File: src/rtl/e203_exu_alu_muldiv_srv.sv
// e203_exu_alu_muldiv_srv: muldiv shared-resource responder (shared adder, shared buffers, burst/error tracking)
// Ports: muldiv_req_alu_* adder request/result from muldiv; muldiv_sbf_{0,1}_* shared buffer load/readback;
//        alu_req_alu_* plain ALU adder request/grant/result; mdv_req_cnt burst length; err_clr/proto_err sticky error.
module e203_exu_alu_muldiv_srv #(
    parameter int ADDER_W = 35,
    parameter int SBF_W   = 33,
    parameter int XLEN    = 32,
    parameter int CNT_W   = 6
) (
    input  logic               clk,
    input  logic               rst,
    input  logic               muldiv_req_alu,
    input  logic [ADDER_W-1:0] muldiv_req_alu_op1,
    input  logic [ADDER_W-1:0] muldiv_req_alu_op2,
    input  logic               muldiv_req_alu_add,
    input  logic               muldiv_req_alu_sub,
    output logic [ADDER_W-1:0] muldiv_req_alu_res,
    input  logic               muldiv_sbf_0_ena,
    input  logic [SBF_W-1:0]   muldiv_sbf_0_nxt,
    input  logic               muldiv_sbf_1_ena,
    input  logic [SBF_W-1:0]   muldiv_sbf_1_nxt,
    output logic [SBF_W-1:0]   muldiv_sbf_0_r,
    output logic [SBF_W-1:0]   muldiv_sbf_1_r,
    input  logic               alu_req_alu,
    input  logic [XLEN-1:0]    alu_req_alu_op1,
    input  logic [XLEN-1:0]    alu_req_alu_op2,
    input  logic               alu_req_alu_add,
    input  logic               alu_req_alu_sub,
    output logic               alu_gnt,
    output logic [XLEN-1:0]    alu_req_alu_res,
    output logic [CNT_W-1:0]   mdv_req_cnt,
    input  logic               err_clr,
    output logic               proto_err
);
    logic [ADDER_W-1:0] op1, op2, res;
    logic               add, sub;
    assign alu_gnt = alu_req_alu & ~muldiv_req_alu;
    always_comb begin
        op1 = muldiv_req_alu ? muldiv_req_alu_op1 : alu_gnt ? ADDER_W'(alu_req_alu_op1) : '0;
        op2 = muldiv_req_alu ? muldiv_req_alu_op2 : alu_gnt ? ADDER_W'(alu_req_alu_op2) : '0;
        add = muldiv_req_alu ? muldiv_req_alu_add : alu_gnt & alu_req_alu_add;
        sub = muldiv_req_alu ? muldiv_req_alu_sub : alu_gnt & alu_req_alu_sub;
        // add wins when both selects are set
        res = add ? op1 + op2 : sub ? op1 + ~op2 + ADDER_W'(1) : '0;
    end
    assign muldiv_req_alu_res = muldiv_req_alu ? res : '0;
    assign alu_req_alu_res    = alu_gnt ? res[XLEN-1:0] : '0;
    always_ff @(posedge clk or posedge rst) begin
        if (rst) begin
            muldiv_sbf_0_r <= '0;
            muldiv_sbf_1_r <= '0;
            mdv_req_cnt    <= '0;
            proto_err      <= 1'b0;
        end else begin
            if (muldiv_sbf_0_ena) muldiv_sbf_0_r <= muldiv_sbf_0_nxt;
            if (muldiv_sbf_1_ena) muldiv_sbf_1_r <= muldiv_sbf_1_nxt;
            mdv_req_cnt <= muldiv_req_alu ? (&mdv_req_cnt ? mdv_req_cnt : mdv_req_cnt + 1'b1) : '0;
            // setting outranks a same-cycle clear
            proto_err   <= (muldiv_req_alu & (muldiv_req_alu_add == muldiv_req_alu_sub)) | (proto_err & ~err_clr);
        end
    end
endmodule

File: config.mk
export PLATFORM = sky130hd
export DESIGN_NAME = e203_exu_alu_muldiv_srv
export DESIGN_NICKNAME = d
export VERILOG_FILES = /design/src/rtl/e203_exu_alu_muldiv_srv.sv
export SDC_FILE = /design/constraint.sdc
export NUM_CORES = 1
export LEC_CHECK = 0
export CAP_MARGIN = 30
export CELL_PAD_IN_SITES_DETAIL_PLACEMENT = 1
export CELL_PAD_IN_SITES_GLOBAL_PLACEMENT = 1
export CORE_MARGIN = 2
export CORE_UTILIZATION = 30
export CTS_CLUSTER_DIAMETER = 60
export DETAILED_ROUTE_END_ITERATION = 8
export GPL_TIMING_DRIVEN = 0
export HOLD_SLACK_MARGIN = 0.12
export PLACE_DENSITY_LB_ADDON = 0.1
export SETUP_SLACK_MARGIN = 0.1
export SYNTH_ARGS = -nofsm -noshare
export SYNTH_HDL_FRONTEND = slang
export SYNTH_SLANG_ARGS = --single-unit
File: constraint.sdc
create_clock -name clk -period 12.7 [get_ports clk]
set_clock_uncertainty 0.15 [all_clocks]
set_input_delay 3.81 -clock clk [delete_from_list [all_inputs] [get_ports clk]]
set_output_delay 3.81 -clock clk [all_outputs]
set_load 0.05 [all_outputs]
==> metrics.sh <==
RUN_STATUS='finished clean'
UTILIZATION_AFTER_LAYOUT_PCT=47.5
INITIAL_UTILIZATION_PCT=30.6
SYNTH_TOP_AREA_SHARE_PCT=22.1
COMB_POWER_SHARE_PCT=60.8
NETLIST_AREA_SQ_UM=8260
YOSYS.AREA.TOP_TYPE='dfrtp_1'
PATH_CLASS='in -> out'
FINAL-MAX-SLEW-VIOLATION-COUNT=0
YS.WARNINGS.COUNT=0
SYNTH_EDF_COUNT=0
MET2WIRELENGTH_MM=20.0
SLEW_HEADROOM_PCT=44.1
CLOCKROOTBUFFER='clkbuf_16'
SYNTH.AREA.TOP_CELLS='dfrtp_1 22%, ha_1 10%, mux2_2 9.1%'
MET3_WL_POST_DR_MM=3.57
DR.FIRST_ITER.DRC_COUNT=684
FINAL-HOLD-VIOLATION-COUNT=0
START_KIND='input port'
NETLIST-CELL-TYPE-COUNT=87
WORST_SLEW_PIN_SLEW_NS=0.839
GRT_PASS1_VIAS=9961
SYNTH-SEQ-CELLS=73
DIE_HEIGHT_UM=170
DIE_WIDTH_UM=170
SWITCHING_SHARE_PCT=46.4
SETUP_VIOL=0
DRT_PASS1_ITERATIONS=5
AVGROUTEDWIREPERCELL_UM=24.8
GRT_PASS1_WL_MM=62.7
WORST_SKEW_PAIR.LATE_LATENCY_NS=0.33
GRT_ANTENNA_BEFORE_REPAIR=2
CTS.HOLD.BUFFERS_ADDED=0
VIAS=9853
POST_SYNTHESIS_CELL_COUNT=1001
TRITONCTS_NUM_SINKS=73
IRDROPWORSTVDD_mV=0.0606
GPL.FINAL_WEIGHTED_CONGESTION=0.973
DRC=0
FLOORPLAN.IO_PINS=352
POSTSYNTH.ASYNCRESETSHARE_PCT=100
STATIC-LEAKAGE-POWER_nW=5.46
PATH_TYPE_OF_THE_WORST_MIN_DELAY_PATH='reg -> reg'
FP.DIEAREA_SQ_UM=28900
FINAL_PERIOD_MINUS_WORST_SETUP_SLACK_NS=12.45
GRT_MAX_DEGREE=69
TIMING.CRITICAL_PATH.REQUIRED_NS=8.74
PLACEMENT_ROWS=60
CLKTRANSATPATHREGS_NS=0.05
NUMCTSBUFFERS=9
CORE_AREA_SQ_UM=27000
TIMING.CRITICAL_PATH.FANOUT_MAX=10
FINAL_LAYOUT_SIZE_SUFFIX_GT1_SHARE_PCT=14.8
FINALWIRELENGTH_MM=42.6
MET1_WIRELENGTH_MM=17.9
DRT.ANTENNA.VIOLATING_NETS=0
NETLIST_TOP_CELLS_COUNT='88 x nor2_1, 76 x a21oi_1, 74 x inv_1'
GRT_USE_TOTAL_PCT=28.6
CRITPATHCAPTURETYPE='primary output'
P_TOTAL_mW=1.27
P_INT_mW=0.683
CRITPATHARRIVALTIME_NS=8.49
CELLPOWERDENSITY_nW_PER_UM2=99.3
MAX_FREQ_MHz=80.3
VIAS_PER_CELL=5.74
HPWLAFTERDP_MM=34.4
POST_SYNTH.CELL_AREA_AVG_SQ_UM=8.26
MAPPEDNETLISTNETS=1283
MAX_CAP_VIOLATION_COUNT=0
GRT_OVERFLOW_TOTAL=0
FINALNETCOUNT=1653
RSZ0062_AT_GRT='true'
MOST_NUMEROUS_CELL_IN_THE_YOSYS_NETLIST='nor2_1'
SEQUENTIALPOWERSHARE_PCT=20.9
NETSWITCHINGPOWER_mW=0.591
DR.MAX_LAYER_USED='met5'
HTREE_NUM_LEVELS=3
YOSYSSEQAREASHARE_PCT=22.1
CLOCKPOWERSHARE_PCT=18.3
SYNTH_FLOP_CELL='dfrtp_1'
PERIOD_SHARE_PCT=98.0
AREA.GROWTH.SYNTH_TO_FINAL_PCT=55.2
PLACE.PORT_BUFFERS=347
WHS_NS=0.352
TRITONCTS_CLOCK_TREE='done'
CLOCK_PATH_BUFFERS=2
-- routing by layer --
metal / vias to the layer above / track usage [%]
li1: 4504 / -
met3: 60 / 5.67
met2: 451 / 49.6
met5: - / 0
met4: 2 / 7.47
met1: 4836 / 36.2
-- critical path, cell delays in order --
cell,delay [ns]
clkdlybuf4s50_1,0.52
inv_4,0.07
nand2_8,0.13
inv_2,0.07
buf_6,0.16
buf_2,0.23
a22o_1,0.24
ha_1,0.30
clkbuf_1,0.45
nor4_1,0.17
and4_1,0.30
a221oi_1,0.41
nand3_2,0.24
a211oi_4,0.38
nand3_1,0.11
a311oi_1,0.31
a211o_1,0.18
clkdlybuf4s15_2,0.38
-- power by group through the flow --
stage,registers (mW),logic [mW],clock network [mW]
after floorplan,0.349,0.382,0
after global placement,0.269,0.737,0
after detailed placement,0.271,0.744,0
after CTS,0.267,0.759,0.238
after global routing,0.270,0.821,0.248
final,0.267,0.775,0.233
-- cells in the final DEF, fill, tap and decap left out, drive strengths merged, types with 8 or more instances in the layout --
cell type	instances
a211oi	25
a21o	14
a21oi	77
a221oi	12
a22o	65
a22oi	8
a31oi	11
and2	13
and3	13
buf	42
clkbuf	69
clkdlybuf4s50	309
dfrtp	73
dlygate4sd2	14
ha	69
inv	76
mux2	67
nand2	44
nand2b	12
nand3	21
nor2	88
nor2b	8
nor3	28
o211ai	8
o21a	9
o21ai	31
o22ai	13
o31ai	14
-- flip-flops by register name, summed over array words and instances (netlist names) --
register        cells
muldiv_sbf_0_r     33
muldiv_sbf_1_r     33
mdv_req_cnt         6
proto_err           1
-- final cells by class --
cell class | instances | area [sq um]
Timing Repair Buffer | 359 | 3550
Fill cell | 3185 | 14200
Buffer | 71 | 367
Multi-Input combinational cell | 780 | 6080
Antenna cell | 1 | 2.50
Tap cell | 341 | 427
Inverter | 77 | 294
Clock buffer | 13 | 260
Clock inverter | 2 | 13.8
Sequential cell | 73 | 1830
-- cells by family after synthesis --
group,after synthesis,share of synthesized area [%]
compound gates,375,34.6
flops,73,22.1
mux,72,9.74
simple gates,257,15.1
fa+ha+maj,71,10.9
buf+inv,148,7.04
xor+xnor,5,0.530
-- metrics by stage --
step,setup slack [ns],setup TNS (ns),cells,cell area (sq um)
floorplan,0.253,0,1001,8260
global placement,-1.99,-70.59,1689,12200
detailed placement,-2.08,-75.74,1691,12200
CTS,0.0362,0,1711,12700
global route,0.0972,0,1716,12800
finish,0.251,0,1717,12800
-- timing repair --
item                       in CTS  in global routing
setup buffers                   5                  5
resized for setup             182                 40
pin swaps                       9                  7
setup endpoints to repair      63                 44
-- worst paths after layout --
check                                          startpoint  slack [ns]                             end  cells after the start
min in group asynchronous                             rst        3.57  muldiv_sbf_0_r[24]$_DFFE_PP0P_                      2
setup reg to reg               mdv_req_cnt[0]$_DFFE_PP0P_       11.03      mdv_req_cnt[1]$_DFFE_PP0P_                      5
hold reg to reg            muldiv_sbf_0_r[12]$_DFFE_PP0P_        0.35  muldiv_sbf_0_r[12]$_DFFE_PP0P_                      1
setup / recovery                           muldiv_req_alu        0.25          muldiv_req_alu_res[34]                     18
max in group asynchronous                             rst        8.28  muldiv_sbf_1_r[11]$_DFFE_PP0P_                      3
hold / removal             muldiv_sbf_0_r[12]$_DFFE_PP0P_        0.35  muldiv_sbf_0_r[12]$_DFFE_PP0P_                      1
Note: power is estimated with default switching activity, not from simulation.
